**src/rtl/uart_tx_scheduler.sv**
```systemverilog
// Round-robin scheduler that shares one UART transmitter between NUM_REQ byte
// sources, with bounded bursts, an enforced idle gap and a done watchdog.
module uart_tx_scheduler #(
  parameter int NUM_REQ        = 4,
  parameter int MAX_BURST      = 4,
  parameter int GAP_CYCLES     = 435,
  parameter int TIMEOUT_CYCLES = 8192
) (
  input  logic                       clk,
  input  logic                       reset,
  input  logic [NUM_REQ-1:0]         req_valid_i,
  input  logic [8*NUM_REQ-1:0]       req_data_i,
  output logic [NUM_REQ-1:0]         req_ready_o,
  output logic [7:0]                 uart_data_o,
  output logic                       uart_start_o,
  input  logic                       uart_done_i,
  output logic                       busy_o,
  output logic [$clog2(NUM_REQ)-1:0] grant_id_o,
  output logic                       timeout_err_o,
  output logic [15:0]                frames_sent_o
);

  localparam int IW   = $clog2(NUM_REQ);
  localparam int TMAX = (TIMEOUT_CYCLES > GAP_CYCLES) ? TIMEOUT_CYCLES : GAP_CYCLES;
  localparam int TW   = $clog2(TMAX);
  localparam int BW   = $clog2(MAX_BURST) + 1;

  localparam logic [TW-1:0] TIMEOUT_LOAD = TW'(TIMEOUT_CYCLES - 1);
  localparam logic [TW-1:0] GAP_LOAD     = TW'(GAP_CYCLES - 1);
  localparam logic [BW-1:0] BURST_LAST   = BW'(MAX_BURST - 1);

  typedef enum logic [1:0] {
    S_IDLE,
    S_LAUNCH,
    S_WAIT,
    S_GAP
  } state_t;

  state_t          state_q, state_d;
  logic [IW-1:0]   rr_ptr_q, rr_ptr_d;
  logic [IW-1:0]   grant_q, grant_d;
  logic [BW-1:0]   burst_q, burst_d;
  logic [TW-1:0]   timer_q, timer_d;
  logic [7:0]      data_q, data_d;
  logic            start_q, start_d;
  logic            timeout_q, timeout_d;
  logic [15:0]     frames_q, frames_d;
  logic            done_q;
  logic            done_rise;
  logic [NUM_REQ-1:0] ready_c;

  logic [7:0]      req_byte [NUM_REQ];
  logic            arb_found;
  logic [IW-1:0]   arb_win;
  logic [IW-1:0]   arb_cand;

  for (genvar g = 0; g < NUM_REQ; g++) begin : g_bytes
    assign req_byte[g] = req_data_i[8*g +: 8];
  end

  function automatic logic [IW-1:0] next_idx(input logic [IW-1:0] idx);
    if (int'(idx) == NUM_REQ - 1) return '0;
    return idx + 1'b1;
  endfunction

  assign done_rise = uart_done_i & ~done_q;

  // First valid requester at or after rr_ptr, wrapping modulo NUM_REQ.
  always_comb begin
    arb_found = 1'b0;
    arb_win   = '0;
    arb_cand  = '0;
    for (int k = 0; k < NUM_REQ; k++) begin
      arb_cand = IW'((int'(rr_ptr_q) + k) % NUM_REQ);
      if (!arb_found && req_valid_i[arb_cand]) begin
        arb_found = 1'b1;
        arb_win   = arb_cand;
      end
    end
  end

  always_comb begin
    state_d   = state_q;
    rr_ptr_d  = rr_ptr_q;
    grant_d   = grant_q;
    burst_d   = burst_q;
    timer_d   = timer_q;
    data_d    = data_q;
    frames_d  = frames_q;
    start_d   = 1'b0;
    timeout_d = 1'b0;
    ready_c   = '0;
    case (state_q)
      S_IDLE: begin
        if (arb_found) begin
          ready_c[arb_win] = 1'b1;
          data_d           = req_byte[arb_win];
          grant_d          = arb_win;
          burst_d          = '0;
          start_d          = 1'b1;
          state_d          = S_LAUNCH;
        end
      end
      S_LAUNCH: begin
        timer_d = TIMEOUT_LOAD;
        state_d = S_WAIT;
      end
      S_WAIT: begin
        // A completion on the very last watchdog cycle still counts as success.
        if (done_rise) begin
          frames_d = frames_q + 16'd1;
          timer_d  = GAP_LOAD;
          state_d  = S_GAP;
        end else if (timer_q == '0) begin
          timeout_d = 1'b1;
          rr_ptr_d  = next_idx(grant_q);
          state_d   = S_IDLE;
        end else begin
          timer_d = timer_q - 1'b1;
        end
      end
      S_GAP: begin
        if (timer_q != '0) begin
          timer_d = timer_q - 1'b1;
        end else if (req_valid_i[grant_q] && (burst_q < BURST_LAST)) begin
          ready_c[grant_q] = 1'b1;
          data_d           = req_byte[grant_q];
          burst_d          = burst_q + 1'b1;
          start_d          = 1'b1;
          state_d          = S_LAUNCH;
        end else begin
          rr_ptr_d = next_idx(grant_q);
          state_d  = S_IDLE;
        end
      end
      default: state_d = S_IDLE;
    endcase
  end

  always_ff @(posedge clk or posedge reset) begin
    if (reset) begin
      state_q   <= S_IDLE;
      rr_ptr_q  <= '0;
      grant_q   <= '0;
      burst_q   <= '0;
      timer_q   <= '0;
      data_q    <= '0;
      start_q   <= 1'b0;
      timeout_q <= 1'b0;
      frames_q  <= '0;
      done_q    <= 1'b0;
    end else begin
      state_q   <= state_d;
      rr_ptr_q  <= rr_ptr_d;
      grant_q   <= grant_d;
      burst_q   <= burst_d;
      timer_q   <= timer_d;
      data_q    <= data_d;
      start_q   <= start_d;
      timeout_q <= timeout_d;
      frames_q  <= frames_d;
      done_q    <= uart_done_i;
    end
  end

  // No byte may be consumed while reset is held, even with requests pending.
  assign req_ready_o   = reset ? '0 : ready_c;
  assign uart_data_o   = data_q;
  assign uart_start_o  = start_q;
  assign busy_o        = (state_q != S_IDLE);
  assign grant_id_o    = grant_q;
  assign timeout_err_o = timeout_q;
  assign frames_sent_o = frames_q;

endmodule

```
**config.mk**
```make
export PLATFORM = sky130hd
export DESIGN_NAME = uart_tx_scheduler
export DESIGN_NICKNAME = d
export VERILOG_FILES = /design/src/rtl/uart_tx_scheduler.sv
export SDC_FILE = /design/constraint.sdc
export NUM_CORES = 1
export LEC_CHECK = 0
export BUFFER_PORTS_ARGS = -buffer_cell sky130_fd_sc_hd__buf_2
export CAP_MARGIN = 25
export CORE_ASPECT_RATIO = 1.4
export CORE_MARGIN = 4
export CORE_UTILIZATION = 45
export DETAILED_ROUTE_END_ITERATION = 6
export HOLD_SLACK_MARGIN = 0.06
export PLACE_DENSITY = 0.71
export SLEW_MARGIN = 20
export SYNTH_ARGS = -nofsm -noshare
export SYNTH_HDL_FRONTEND = slang
export SYNTH_SLANG_ARGS = --single-unit
```
**constraint.sdc**
```tcl
create_clock -name clk -period 2 [get_ports clk]
set_clock_uncertainty 0.1 [all_clocks]
set_input_delay 0.3 -clock clk [delete_from_list [all_inputs] [get_ports clk]]
set_output_delay 0.3 -clock clk [all_outputs]
set_load 0.05 [all_outputs]
```
==> impl_metrics.tcl <==
set metrics [dict create \
    fin_util_pct 65.8 \
    grt_use_met1_pct 25.1 \
    cp-end-kind "output port" \
    antenna_found_initial 0 \
    critPathKind "flop to output port" \
    synthesis.nets 388 \
    violations "negative setup slack" \
    critical_path.startpoint "timer_q[6]" \
    synthToLayoutAreaGrowth_pct 40.5 \
    htreeDepth 2 \
    maxCapViolCount 0 \
    drt_wl_total_um 9030 \
    dp.cells 542 \
    layout.nets 518 \
    grt_pass1_vias 3037 \
    worst_slew_pin_slew_ns 0.611 \
    grt.total_usage_pct 20.1 \
    drcViolationCount 0 \
    viasPerCell 5.68 \
    ir_drop_v 0.000797 \
    hold_class "primary input to flop" \
    syn_area_per_cell_um2 9.73 \
    synth-seq-area-share_pct 37.3 \
    grt_pass1_wl_um 13800 \
    met3_usage_pct 3.88 \
    pwr-share-clk_pct 10.4 \
    drive_gt1_share_pct 44.8 \
    grt_start_max_net_pins 50 \
    grt_busiest_layer "met2" \
    ys.flop_type "dfrtp_1" \
    internal_power_w 0.00306 \
    p_switching_w 0.00275 \
    core_um2 7030 \
    cp_data_arrival_time_ns 1.96 \
    final_hold_viol_count 0 \
    yosysWarningCount 0 \
    drt-pass1-iter-count 4 \
    dr.first_iter.drc_count 141 \
    fp-row-count 36 \
    die_h_um 109 \
    numPortBuffers 71 \
    post_drt_wl_per_cell_um 16.0 \
    yosysUniqueCellTypes 58 \
    path_max_fanout 5 \
    rsz0062_at_grt "yes" \
    ys_ff_latch 49 \
    grt_overflow 0 \
    worstPathRequired_ns 1.60 \
    synth_area_leaders "dfrtp_1 (37%), mux4_2 (6.2%), ha_1 (4.2%)" \
    drtAntennaViolNets 0 \
    ctsRootBufferMaster "clkbuf_8" \
    fin_crit_sh_pct 118 \
    min_period_ns 2.36 \
    tns_ns -1.74 \
    r2r-start "timer_q[6]" \
    cts_buffers 5 \
    place_hpwl_um 6440 \
    fin_ws_ns -0.356 \
    slew_viol_final 0 \
    gp_congestion 0.838 \
    fmax_mhz 424 \
    path_clk_slew_ns 0.09 \
    outcome "complete, but fails checks" \
    via_count 3202 \
    synth_top_area_share_pct 37.3 \
    final_common_cell "buf_2" \
    start_util_pct 46.8 \
    p_sw_share_pct 47.3 \
    setup_viol 14 \
    fp.dieW_um 80.2 \
    final_cell_mix "buf_2 (67), buf_4 (58), dfrtp_1 (47)" \
    max_slew_margin_pct 58.9 \
    syn_inst 338 \
    ios 72 \
    stdcell_count 564 \
    p_seq_share_pct 26.1 \
    diodes 0 \
    cts_sinks 49 \
    syn_area_um2 3290 \
    p_comb_share_pct 63.4 \
    die-area_um2 8760 \
    met2_usage_pct 34.4 \
    p_per_area_nw_per_um2 1260 \
    clk_latency_ns 0.31 \
    cts_tree "done" \
    yosysTopAreaCell "dfrtp_1" \
    async_flop_share_pct 100 \
    crit_path_start_kind "flop" \
    dp_slack_ns -0.190 \
    hold_start "req_data_i[23]" \
    synth-edff-count 0 \
    power.leakage_nw 2.05 \
    cts_buffer_depth 2 \
]
-- worst paths after layout --
check | endpoint | slack [ns] | depth (start not counted)
worst max-delay path | req_ready_o[2] | -0.36 | 6
worst min-delay path | uart_data_o[7] | 0.36 | 4
worst max register to register | uart_data_o[5] | -0.06 | 7
worst min register to register | frames_sent_o[15] | 0.37 | 1
max in group asynchronous | grant_id_o[1] | 0.99 | 4
min in group asynchronous | burst_q[1] | 0.58 | 4
-- cells in the mapped netlist (all sizes together), types with 10 or more instances --
library cell,n
ha,11
a21boi,16
nor3,11
inv,11
xnor2,12
o21ai,35
nand2,28
a21oi,12
a41oi,10
dfrtp,49
nor2,29
and3,17
-- per-stage QoR --
step | hold slack (ns) | area [um^2] | power [W]
3_5_place_dp | 0.360 | 4200 | 0.00474
2_1_floorplan | 0.231 | 3380 | 0.00371
3_3_place_gp | 0.349 | 4200 | 0.00466
4_1_cts | 0.358 | 4360 | 0.00538
5_1_grt | 0.389 | 4620 | 0.00618
6_report | 0.362 | 4620 | 0.00581
-- critical path, stage by stage (launching register included) --
cell	delay [ns]
dfrtp_1	0.43
nor4_4	0.36
nand4_1	0.22
nor2_4	0.22
a32oi_2	0.10
nor3_4	0.14
buf_6	0.18
-- layout make-up --
class | count | area [um^2]
Clock buffer | 6 | 72.6
Clock inverter | 2 | 13.8
Fill cell | 581 | 2410
Inverter | 11 | 45.0
Multi-Input combinational cell | 263 | 2180
Sequential cell | 49 | 1230
Tap cell | 95 | 119
Timing Repair Buffer | 138 | 960
-- power by group through the flow --
stage	registers [W]	logic [W]	clock network (W)
final	0.00152	0.00369	0.000605
after global routing	0.00155	0.00397	0.000657
after CTS	0.00147	0.00329	0.000619
after detailed placement	0.00149	0.00325	0
after global placement	0.00147	0.00319	0
after floorplan	0.00199	0.00172	0
-- repair_timing --
| action | in CTS | in global routing |
|---|---|---|
| pin swaps | 4 | 12 |
| endpoints found under the hold margin | 50 | 0 |
| endpoints found under the setup margin | 12 | 30 |
| hold buffers | 2 | 0 |
| resized for setup | 10 | 34 |
| setup buffers | 2 | 7 |
| cloned | 0 | 3 |
-- flip-flops by register name, indices dropped and copies added (netlist names) --
signal	count
done_q	1
uart_data_o	8
timeout_err_o	1
grant_id_o	2
timer_q	13
rr_ptr_q	2
uart_start_o	1
burst_q	3
frames_sent_o	16
state_q	2
-- logic make-up (layout without fill, tap and decap cells) --
group / Yosys count / in the layout / synth area share [%]
AOI/OAI and AO/OA: 100 / 100 / 22.3
DFF: 49 / 49 / 37.3
muxes: 10 / 10 / 6.51
and+or+nand+nor: 127 / 127 / 22.1
buffers and inverters: 26 / 157 / 3.61
xor gates and xnor gates: 15 / 15 / 4.00
adders and majority gates: 11 / 11 / 4.19
-- per-layer routing --
metal	wire length, um	part of all wire (%)
met1	3690	41
met5	0	0
met4	140	1.5
met2	4620	51
met3	578	6.4
(Power assumes the default switching activity.)
